### config.mk
export PLATFORM = sky130hd
export DESIGN_NAME = tri_bus_ctrl
export DESIGN_NICKNAME = d
export VERILOG_FILES = /design/src/rtl/tri_bus_ctrl.sv
export SDC_FILE = /design/constraint.sdc
export NUM_CORES = 1
export LEC_CHECK = 0
export ABC_CLOCK_PERIOD_IN_PS = 2800
export CAP_MARGIN = 20
export CORE_ASPECT_RATIO = 1.25
export CORE_MARGIN = 4
export CORE_UTILIZATION = 35
export CTS_CLUSTER_SIZE = 40
export DETAILED_ROUTE_END_ITERATION = 10
export SLEW_MARGIN = 15
export SYNTH_ARGS = -nofsm -noshare
export SYNTH_HDL_FRONTEND = slang
export SYNTH_SLANG_ARGS = --single-unit
### constraint.sdc
create_clock -name clk -period 2.8 [get_ports clk]
set_clock_uncertainty 0.1 [all_clocks]
set_input_delay 0.56 -clock clk [delete_from_list [all_inputs] [get_ports clk]]
set_output_delay 0.56 -clock clk [all_outputs]
set_load 0.005 [all_outputs]
### src/rtl/tri_bus_ctrl.sv
// Half-duplex serial controller feeding a tri-state buffer stage: drives a word MSB-first,
// releases the line for a turnaround gap, then samples the far end's reply.
//
// state  | meaning
// IDLE   | line released, tx_ready high, waiting for a handshake
// DRIVE  | buffer enabled, shifting the transmit word out, collision-checked per bit
// TURN   | line released for TURN_CYCLES before listening (or before IDLE after a collision)
// LISTEN | line released, sampling the reply at the end of every bit period
module tri_bus_ctrl #(
  parameter int WIDTH       = 8,
  parameter int BIT_CYCLES  = 4,
  parameter int TURN_CYCLES = 2
) (
  input  logic             clk,
  input  logic             rst_n,
  input  logic [WIDTH-1:0] tx_data,
  input  logic             tx_valid,
  output logic             tx_ready,
  output logic             bus_i,
  output logic             bus_c,
  input  logic             bus_in,
  output logic [WIDTH-1:0] rx_data,
  output logic             rx_valid,
  output logic             col_err
);

  localparam int CMAX = (BIT_CYCLES > TURN_CYCLES) ? BIT_CYCLES : TURN_CYCLES;
  localparam int CW   = (CMAX > 1) ? $clog2(CMAX) : 1;
  localparam int BW   = (WIDTH > 1) ? $clog2(WIDTH) : 1;

  localparam logic [CW-1:0] BIT_LAST  = CW'(BIT_CYCLES - 1);
  localparam logic [CW-1:0] TURN_LAST = CW'(TURN_CYCLES - 1);
  localparam logic [BW-1:0] WORD_LAST = BW'(WIDTH - 1);

  typedef enum logic [1:0] {IDLE, DRIVE, TURN, LISTEN} state_t;

  state_t           state_q, state_d;
  logic [CW-1:0]    cyc_q, cyc_d;
  logic [BW-1:0]    bit_q, bit_d;
  logic [WIDTH-1:0] tx_sh_q, tx_sh_d;
  logic [WIDTH-2:0] rx_sh_q, rx_sh_d;
  logic [WIDTH-1:0] rx_data_q, rx_data_d;
  logic [WIDTH-1:0] rx_next;
  logic             bus_i_q, bus_i_d;
  logic             bus_c_q, bus_c_d;
  logic             rx_valid_q, rx_valid_d;
  logic             col_err_q, col_err_d;
  logic             abort_q, abort_d;
  logic             sync_meta_q, sync_in_q;

  // Two-flop synchronizer on the asynchronous line readback
  always_ff @(posedge clk or negedge rst_n) begin
    if (!rst_n) begin
      sync_meta_q <= 1'b0;
      sync_in_q   <= 1'b0;
    end else begin
      sync_meta_q <= bus_in;
      sync_in_q   <= sync_meta_q;
    end
  end

  always_ff @(posedge clk or negedge rst_n) begin
    if (!rst_n) begin
      state_q    <= IDLE;
      cyc_q      <= '0;
      bit_q      <= '0;
      tx_sh_q    <= '0;
      rx_sh_q    <= '0;
      rx_data_q  <= '0;
      bus_i_q    <= 1'b0;
      bus_c_q    <= 1'b0;
      rx_valid_q <= 1'b0;
      col_err_q  <= 1'b0;
      abort_q    <= 1'b0;
    end else begin
      state_q    <= state_d;
      cyc_q      <= cyc_d;
      bit_q      <= bit_d;
      tx_sh_q    <= tx_sh_d;
      rx_sh_q    <= rx_sh_d;
      rx_data_q  <= rx_data_d;
      bus_i_q    <= bus_i_d;
      bus_c_q    <= bus_c_d;
      rx_valid_q <= rx_valid_d;
      col_err_q  <= col_err_d;
      abort_q    <= abort_d;
    end
  end

  always_comb begin
    state_d    = state_q;
    cyc_d      = cyc_q;
    bit_d      = bit_q;
    tx_sh_d    = tx_sh_q;
    rx_sh_d    = rx_sh_q;
    rx_data_d  = rx_data_q;
    bus_i_d    = bus_i_q;
    bus_c_d    = bus_c_q;
    rx_valid_d = 1'b0;
    col_err_d  = 1'b0;
    abort_d    = abort_q;
    rx_next    = {rx_sh_q, sync_in_q};

    case (state_q)
      IDLE: begin
        bus_i_d = 1'b0;
        bus_c_d = 1'b0;
        if (tx_valid) begin
          state_d = DRIVE;
          tx_sh_d = tx_data;
          bus_i_d = tx_data[WIDTH-1];
          bus_c_d = 1'b1;
          cyc_d   = '0;
          bit_d   = '0;
          abort_d = 1'b0;
        end
      end

      DRIVE: begin
        if (cyc_q == BIT_LAST) begin
          cyc_d = '0;
          // Readback lags by the synchronizer depth; by the last cycle of a bit it has settled
          if (sync_in_q != bus_i_q) begin
            state_d   = TURN;
            col_err_d = 1'b1;
            abort_d   = 1'b1;
            bus_c_d   = 1'b0;
            bus_i_d   = 1'b0;
            bit_d     = '0;
          end else if (bit_q == WORD_LAST) begin
            state_d = TURN;
            bus_c_d = 1'b0;
            bus_i_d = 1'b0;
            bit_d   = '0;
          end else begin
            bit_d   = bit_q + BW'(1);
            tx_sh_d = {tx_sh_q[WIDTH-2:0], tx_sh_q[WIDTH-1]};
            bus_i_d = tx_sh_q[WIDTH-2];
          end
        end else begin
          cyc_d = cyc_q + CW'(1);
        end
      end

      TURN: begin
        if (cyc_q == TURN_LAST) begin
          cyc_d   = '0;
          state_d = abort_q ? IDLE : LISTEN;
        end else begin
          cyc_d = cyc_q + CW'(1);
        end
      end

      LISTEN: begin
        if (cyc_q == BIT_LAST) begin
          cyc_d   = '0;
          rx_sh_d = rx_next[WIDTH-2:0];
          if (bit_q == WORD_LAST) begin
            state_d    = IDLE;
            rx_data_d  = rx_next;
            rx_valid_d = 1'b1;
            bit_d      = '0;
          end else begin
            bit_d = bit_q + BW'(1);
          end
        end else begin
          cyc_d = cyc_q + CW'(1);
        end
      end

      default: begin
        state_d = IDLE;
        bus_i_d = 1'b0;
        bus_c_d = 1'b0;
      end
    endcase
  end

  assign tx_ready = (state_q == IDLE);
  assign bus_i    = bus_i_q;
  assign bus_c    = bus_c_q;
  assign rx_data  = rx_data_q;
  assign rx_valid = rx_valid_q;
  assign col_err  = col_err_q;

endmodule

==> results.ini, run 1 <==
[route]
drc_errors = 0
drtIter0Drc = 62
first_pass_iters = 4
routedWlPerCell_um = 14.11
num_vias = 1151
via_per_inst = 5.093
detail-route-antenna-nets = 0
drt-total-wl_mm = 3.189

[power]
combPwrFrac_pct = 33.2
finalPower_mw = 1.985
clkPwrFrac_pct = 21.1
p_seq_share_pct = 45.7
power_switching_mw = 0.6894
cellPowerDensity_nw_per_um2 = 951.9
ir_drop_uv = 415.3
power_leakage_nw = 0.8888
sw_frac_of_total_pct = 34.72
intPower_mw = 1.296

[yosys]
synth_top_cell_area_share_pct = 54.77
syn_nets = 156
ys.flop_type = dfrtp_1
yosysMostFrequentCell = dfrtp_1
synth.area.top_cells = dfrtp_1 (55%), mux2_1 (11%), ha_1 (4.4%)
synth_cell_types = 35
synth_seq_cells = 37
synth_edf_count = 0
synth_seq_area_share_pct = 54.77
synth_cells = 138
netlist_area_sq_um = 1690
synthArstFlopShare_pct = 100.0
syn_area_per_cell_sq_um = 12.25
yosysWarningCount = 0
yosys.area.top_type = dfrtp_1
yosys-top-cells-count = dfrtp_1 (37), mux2_1 (16), nand2_1 (9), o22ai_1 (9)

[sta]
timing.fmax_ghz = 0.4484
tightestPinTransition_ns = 0.8134
holdWs_ns = 0.2561
period_needed_ns = 2.230
finalHoldViolCount = 0
tns_ns = 0
finalMaxSlewViolations = 0
max_slew_margin_pct = 45.78
rsz0062_at_grt = no
fin_crit_sh_pct = 79.65
setup_violations = 0

[worst_setup_path]
crit_fanout = 15
start_kind = register
crit_type = register to primary output
cp_cell_sequence = nor2_1 > clkdlybuf4s50_1
end_kind = primary output
cpPeakStageDelay_ns = 0.60
arrival_ns = 1.57
worstPathRequired_ns = 2.14
slowest_stage = dfrtp_1

[grt]
grt.total_usage_pct = 11.91
gr-total-overflow = 0
grt_max_degree = 38
antenna_found_initial = 0
first_global_vias = 1243
grt_pass1_wl_mm = 5.658

[cells_and_area]
multi_input_area_sq_um = 714.4
ff_latch_area_sq_um = 925.9
fin_cells = 226
n_fill_cell = 473
area_growth_pct = 23.39
n_antenna_cell = 0
nNetsFinal = 183
drive_above_1_share_pct = 11.45

[cts]
cts_buffers = 5
cts_root_buf = clkbuf_8
cts_setup_buffers = 0
clk_path_buf_depth = 2
cts_htree_levels = 2
path_clk_slew_ns = 0.08
cts_tree = yes
postCtsResizedCells = 0
cts.sinks = 37
holdBufCountCts = 0
clock_latency_ns = 0.29

[run_status]
status = finished clean

[die]
die_area_sq_um = 6013
die_height_um = 85.70
start_util_pct = 36.01
fp.dieW_um = 70.16
rows = 28
io_pins = 25
fp.coreArea_sq_um = 4695

[placed_design]
gp_congestion = 0.7563
dp_hpwl_mm = 2.218
dp_cells = 218
numPortBuffers = 24

[min_path]
hold_path_class = primary input to asynchronous set/reset pin

[job]
maxCapViolations = 0

-- metal layers --
layer / vias to the layer above / share of wire [%] / routed length, um / global-route usage [%]
met5: - / 0 / 0 / 0
met4: 0 / 2.3 / 72 / 5.749
met3: 8 / 4.9 / 157 / 5.041
met2: 23 / 50 / 1596 / 19.00
met1: 571 / 43 / 1362 / 13.82
li1: 549 / - / - / -
-- state kept, by name (all words and copies together) (netlist names), 2 cells and up --
| signal | cells |
|---|---|
| rx_sh_q | 7 |
| rx_data | 8 |
| cyc_q | 2 |
| state_q | 2 |
| tx_sh_q | 8 |
| bit_q | 3 |
-- cells by family after synthesis --
logic type	count (synthesis)	share of synthesized area [%]
adders and majority gates	6	4.441
and+or+nand+nor	29	9.771
DFF	37	54.77
muxes	16	10.66
AOI/OAI and AO/OA	37	16.36
buffers and inverters	11	2.961
xor gates and xnor gates	2	1.036
-- power by group through the flow --
stage	clock network (mW)	registers, mW	logic, mW
final	0.419	0.907	0.659
after floorplan	0	0.828	0.556
after CTS	0.434	0.909	0.672
after global routing	0.467	0.940	0.745
after detailed placement	0	0.916	0.665
after global placement	0	0.911	0.645
-- area by class of cell --
type / count / area share, %
Clock buffer: 7 / 4.619
Clock inverter: 1 / 0.4199
Multi-Input combinational cell: 90 / 34.25
Inverter: 6 / 1.080
Sequential cell: 37 / 44.39
Timing Repair Buffer: 25 / 11.64
Tap cell: 60 / 3.599
-- worst paths after layout --
path / startpoint / to / slack [ns] / cells past startpoint
setup / recovery: state_q[1]$_DFFE_PN0P_ / tx_ready / 0.57 / 2
hold / removal: rst_n / abort_q$_DFFE_PN0P_ / 0.26 / 1
setup reg to reg: bit_q[0]$_DFFE_PN0P_ / tx_sh_q[3]$_DFFE_PN0P_ / 0.68 / 6
hold reg to reg: sync_meta_q$_DFF_PN0_ / sync_in_q$_DFF_PN0_ / 0.26 / 0
max in group asynchronous: rst_n / tx_sh_q[3]$_DFFE_PN0P_ / 1.83 / 1
min in group clk: sync_meta_q$_DFF_PN0_ / sync_in_q$_DFF_PN0_ / 0.26 / 0
-- critical path, delay by kind of cell (launching register included) --
| kind | cells | cell delay (ns) |
|---|---|---|
| buffers and inverters | 1 | 0.51 |
| DFF | 1 | 0.60 |
| and+or+nand+nor | 1 | 0.17 |
-- stage by stage --
| step | util [%] | setup slack, ns | cell area [sq um] |
|---|---|---|---|
| after global placement | 42.19 | 0.6609 | 1981 |
| after detailed placement | 42.19 | 0.5684 | 1981 |
| after CTS | 44.43 | 0.5465 | 2086 |
| after floorplan | - | 0.9350 | 1690 |
| after global routing | 44.43 | 0.4458 | 2086 |
| final | 44.43 | 0.5698 | 2086 |
-- cells in the final DEF, fill, tap and decap left out, drive strengths merged --
master         count
ha                 6
and2b              1
and2               1
a21oi              8
nor2               5
o21bai             1
xnor2              1
nand2b             3
buf                2
nand3b             1
nor3               2
a22oi              1
a21boi             1
o2bb2ai            2
a31oi              1
a22o               1
clkbuf             7
a2bb2oi            7
and3               1
clkdlybuf4s50     23
nand3              4
a32oi              1
xor2               1
o221ai             1
o21ai              3
o22ai              9
mux2              16
a221oi             1
nand2             11
inv                7
dfrtp             37
No activity file was read; power rests on OpenSTA's default activity.
==> inputs of run 2 (changes only) <==
--- a/config.mk
+++ b/config.mk
@@ -5,7 +5,7 @@
 export SDC_FILE = /design/constraint.sdc
 export NUM_CORES = 1
 export LEC_CHECK = 0
-export ABC_CLOCK_PERIOD_IN_PS = 2800
+export ABC_CLOCK_PERIOD_IN_PS = 1900
 export CAP_MARGIN = 20
 export CORE_ASPECT_RATIO = 1.25
 export CORE_MARGIN = 4
==> constraint.sdc (replaced) <==
create_clock -name clk -period 1.9 [get_ports clk]
set_clock_uncertainty 0.1 [all_clocks]
set_input_delay 0.38 -clock clk [delete_from_list [all_inputs] [get_ports clk]]
set_output_delay 0.38 -clock clk [all_outputs]
set_load 0.005 [all_outputs]
==> run 2 against run 1 <==
  * Clock power increased by 49%
  * Wire length is 10% higher
  * Global-route usage up 0.76 points
  * Die area unchanged
  * Cell count is 4.9% higher
  * Cell area increased by 6.2%
  * Sequential power up 41%
  * Sequential share of layout area down 2.5 points
  * Worst setup slack worse by 0.53 ns
  * First-iteration DRC count is 19% higher
  * Clock-buffer cell count unchanged
  * Sequential cell count did not move
  * Critical endpoint unchanged
  * Largest cell class unchanged
==> results.ini, run 2 (same netlist as run 1, synthesis figures left out) <==
[run_status]
status = finished clean

[die]
die_height_um = 85.70
die_area_sq_um = 6013
fp.dieW_um = 70.16
fp.coreArea_sq_um = 4695
start_util_pct = 36.01
io_pins = 25
rows = 28

[sta]
max_slew_margin_pct = 64.63
tightestPinTransition_ns = 0.5287
rsz0062_at_grt = no
finalMaxSlewViolations = 0
finalHoldViolCount = 0
setup_violations = 0
worst_slack_ns = 0.04325
tns_ns = 0
holdWs_ns = 0.01606
period_needed_ns = 1.857
timing.fmax_ghz = 0.5386
fin_crit_sh_pct = 97.72

[placed_design]
gp_congestion = 0.7759
dp_hpwl_mm = 2.421
dp_cells = 228
numPortBuffers = 24
dpl_cell_area_sq_um = 2056
preCtsSetupSlack_ns = 0.05325

[power]
p_seq_share_pct = 40.6
intPower_mw = 2.061
combPwrFrac_pct = 39.7
power_switching_mw = 1.105
power_leakage_nw = 0.9585
sw_frac_of_total_pct = 34.91
finalPower_mw = 3.167
clkPwrFrac_pct = 19.7
ir_drop_uv = 628.0
cellPowerDensity_nw_per_um2 = 1430

[worst_setup_path]
crit_fanout = 9
r2r_start = bit_q[0]$_DFFE_PN0P_
start_kind = register
r2r_slack_ns = 0.09
end_kind = primary output
timing.rr.end = tx_sh_q[1]$_DFFE_PN0P_
slowest_stage = clkdlybuf4s50_1
crit_type = register to primary output
critPathTopFamily = buffers and inverters
worstPathRequired_ns = 1.42
arrival_ns = 1.38
crit_buf_inv = 1
cp_cell_sequence = nor2_1 > clkdlybuf4s50_1
cpPeakStageDelay_ns = 0.50
reg2reg_depth = 6

[cells_and_area]
nNetsFinal = 194
n_antenna_cell = 0
area_growth_pct = 31.01
fin_util_pct = 47.17
drive_above_1_share_pct = 21.47
layout_common_cells = dfrtp_1 (36), clkdlybuf4s50_1 (23), mux2_1 (16)
n_fill_cell = 452
mostFrequentLayoutCell = dfrtp_1
fin_cells = 237
stdcell_area_sq_um = 2215

[cts]
clock_latency_ns = 0.29
cts.sinks = 37
cts_tree = yes
path_clk_slew_ns = 0.08
clk_path_buf_depth = 2
holdBufCountCts = 0
cts_buffers = 5
cts_root_buf = clkbuf_8
cts_htree_levels = 2

[grt]
grt.total_usage_pct = 12.68
first_global_vias = 1295
grt_pass1_wl_mm = 6.037
gr-total-overflow = 0
antenna_found_initial = 0
grt_max_degree = 38

[route]
routedWlPerCell_um = 14.81
drtIter0Drc = 74
drt-total-wl_mm = 3.510
detail-route-antenna-nets = 0
via_per_inst = 5.089
first_pass_iters = 4
num_vias = 1206
drc_errors = 0

[min_path]
hold_path_class = primary input to asynchronous set/reset pin

[job]
maxCapViolations = 0

run 2: cell types whose count changed in the layout (fill, tap and decap cells not counted), moves of 2 or more:
| cell | change |
|---|---|
| a2bb2oi_1 | -5 |
| a2bb2oi_2 | +5 |
| buf_4 | +11 |
| ha_1 | -2 |
| ha_2 | +2 |
run 2: power by group through the flow:
stage	clock network, mW	registers [mW]	logic [mW]
floorplan	0	1.22	0.819
global placement	0	1.26	1.14
detailed placement	0	1.28	1.18
CTS	0.643	1.27	1.19
global route	0.684	1.32	1.40
finish	0.624	1.28	1.26
run 2: cell type report:
cell class / count / area, sq um / share of cell area, %
Multi-Input combinational cell: 90 / 759.5 / 34.29
Timing Repair Buffer: 36 / 325.3 / 14.69
Inverter: 6 / 22.52 / 1.017
Clock buffer: 7 / 96.34 / 4.350
Sequential cell: 37 / 927.1 / 41.86
Tap cell: 60 / 75.07 / 3.390
Clock inverter: 1 / 8.758 / 0.3955
run 2: per-layer routing:
metal	vias up	global-route usage (%)	part of all wire [%]
li1	577	-	-
met1	600	14.85	42
met2	25	21.32	52
met3	4	5.275	5.1
met4	0	3.659	1.1
met5	-	0	0
run 2: worst max path at each step:
stage | from | endpoint | slack, ns | cells past startpoint
2_1_floorplan | bit_q[0]$_DFFE_PN0P_ | tx_sh_q[0]$_DFFE_PN0P_ | 0.03 | 6
3_3_place_gp | tx_valid | state_q[0]$_DFFE_PN0P_ | 0.1 | 5
3_5_place_dp | bit_q[0]$_DFFE_PN0P_ | tx_sh_q[3]$_DFFE_PN0P_ | 0.05 | 6
4_1_cts | bit_q[0]$_DFFE_PN0P_ | tx_sh_q[4]$_DFFE_PN0P_ | 0.02 | 6
5_1_grt | state_q[0]$_DFFE_PN0P_ | tx_ready | 0.009 | 2
6_report | state_q[0]$_DFFE_PN0P_ | tx_ready | 0.04 | 2
run 2: what timing repair did:
action,CTS,global route
pin swaps,0,3
buffers inserted,0,1
endpoints found under the setup margin,1,8
resized for setup,1,8
==> inputs of run 3 (changes only) <==
--- a/config.mk
+++ b/config.mk
@@ -5,7 +5,7 @@
 export SDC_FILE = /design/constraint.sdc
 export NUM_CORES = 1
 export LEC_CHECK = 0
-export ABC_CLOCK_PERIOD_IN_PS = 1900
+export ABC_CLOCK_PERIOD_IN_PS = 1820
 export CAP_MARGIN = 20
 export CORE_ASPECT_RATIO = 1.25
 export CORE_MARGIN = 4
==> constraint.sdc (replaced) <==
create_clock -name clk -period 1.82 [get_ports clk]
set_clock_uncertainty 0.1 [all_clocks]
set_input_delay 0.364 -clock clk [delete_from_list [all_inputs] [get_ports clk]]
set_output_delay 0.364 -clock clk [all_outputs]
set_load 0.005 [all_outputs]
==> run 3 against run 2 <==
  * Worst setup slack better by 0.061 ns
  * Global-route usage about the same
  * Cell count increased by 3.0%
  * Die area unchanged
  * Hold slack better by 0.24 ns
  * Combinational power grew 10%
  * Non-clock buffer count grew 7
  * Clock-buffer cell count decreased by 1
  * Critical path type is now register to register
  * Critical endpoint is now tx_sh_q[2]$_DFFE_PN0P_
==> results.ini, run 3 (same netlist as run 1, synthesis figures left out) <==
[worst_setup_path]
crit_type = register to register
end_kind = register
arrival_ns = 1.84
start_kind = register
cp_cell_sequence = ha_2 > ha_1 > nand3b_4 > a21oi_4 > a21boi_4 > buf_4 > a2bb2oi_2
worstPathRequired_ns = 1.94
slowest_stage = dfrtp_1
cpPeakStageDelay_ns = 0.40
crit_fanout = 5

[sta]
finalMaxSlewViolations = 0
max_slew_margin_pct = 79.57
holdWs_ns = 0.2608
timing.fmax_ghz = 0.5829
finalHoldViolCount = 0
setup_violations = 0
tns_ns = 0
fin_crit_sh_pct = 94.27
period_needed_ns = 1.716
rsz0062_at_grt = no
tightestPinTransition_ns = 0.3043
worst_slack_ns = 0.1043

[cells_and_area]
n_fill_cell = 452
ff_latch_area_sq_um = 927.1
fin_cells = 244
area_growth_pct = 35.90
stdcell_area_sq_um = 2297
nNetsFinal = 201
drive_above_1_share_pct = 23.91
mostFrequentLayoutCell = dfrtp_1
n_antenna_cell = 0
multi_input_area_sq_um = 754.5
layout_common_cells = dfrtp_1 (36), clkdlybuf4s50_1 (23), buf_4 (18)

[grt]
antenna_found_initial = 0
grt.total_usage_pct = 12.69
grt_pass1_wl_mm = 6.168
gr-total-overflow = 0
first_global_vias = 1346
grt_max_degree = 38

[route]
first_pass_iters = 4
drc_errors = 0
num_vias = 1218
drtIter0Drc = 62
routedWlPerCell_um = 14.07
drt-total-wl_mm = 3.432
detail-route-antenna-nets = 0
via_per_inst = 4.992

[die]
start_util_pct = 36.01
fp.dieW_um = 70.16
die_area_sq_um = 6013
fp.coreArea_sq_um = 4695
io_pins = 25
die_height_um = 85.70
rows = 28

[placed_design]
dp_hpwl_mm = 2.427
numPortBuffers = 24
dpl_cell_area_sq_um = 2115
dp_cells = 232
gp_congestion = 0.8173
preCtsSetupSlack_ns = -0.003911

[power]
cellPowerDensity_nw_per_um2 = 1496
ir_drop_uv = 794.8
power_leakage_nw = 1.017

[run_status]
status = finished clean

[cts]
path_clk_slew_ns = 0.08
clock_latency_ns = 0.29
cts.sinks = 37
cts_buffers = 5
cts_htree_levels = 2
cts_tree = yes
cts_root_buf = clkbuf_8
clk_path_buf_depth = 2

[min_path]
hold_path_class = register to register

[job]
maxCapViolations = 0

[run 3: path summary, 6_finish.rpt]
kind | from | to | slack (ns) | depth (start not counted)
min | sync_meta_q$_DFF_PN0_ | sync_in_q$_DFF_PN0_ | 0.26 | 0
min reg2reg | sync_meta_q$_DFF_PN0_ | sync_in_q$_DFF_PN0_ | 0.26 | 0
max in group asynchronous | rst_n | state_q[0]$_DFFE_PN0P_ | 1.08 | 2
min in group asynchronous | rst_n | col_err$_DFF_PN0_ | 0.34 | 2
max | bit_q[1]$_DFFE_PN0P_ | tx_sh_q[2]$_DFFE_PN0P_ | 0.10 | 7
max reg2reg | bit_q[1]$_DFFE_PN0P_ | tx_sh_q[2]$_DFFE_PN0P_ | 0.10 | 7
[run 3: worst max-delay path: cells and delay by family, from the launching register on]
| family | cells | cell delay, ns |
|---|---|---|
| compound gates | 3 | 0.45 |
| fa+ha+maj | 2 | 0.38 |
| simple gates | 1 | 0.16 |
| buf+inv | 1 | 0.16 |
| flops | 1 | 0.40 |
[run 3: repair_timing]
action	in CTS	in global routing
gates resized for setup	1	7
setup buffers	1	3
setup endpoints to repair	1	13
hold buffers	0	0
[run 3: per-stage QoR]
stage / power (mW) / util (%)
after floorplan: 2.144 / -
after global placement: 2.565 / 45.04
after detailed placement: 2.623 / 45.04
after CTS: 3.404 / 47.79
after global routing: 3.707 / 48.93
final: 3.436 / 48.93
[run 3: layout make-up]
type | count | area share (%)
sequential | 37 | 40.36
multi-input combinational | 90 | 32.84
timing repair buffer | 43 | 17.32
clock buffer | 6 | 3.595
tap | 60 | 3.268
clock inverter | 2 | 1.634
inverter | 6 | 0.9804
[run 3: routing by layer]
metal,global-route usage (%),vias up,part of all wire (%)
met1,16.10,605,45
met3,4.103,4,4.5
li1,-,586,-
met5,0,-,0
met4,3.659,0,1.1
met2,20.81,23,50
[run 3: power by group]
part,total [mW],switching (mW),internal (mW),leakage [nW]
clock,0.737,0.291,0.445,0.0574
combinational,1.39,0.641,0.748,0.523
sequential,1.31,0.198,1.11,0.437
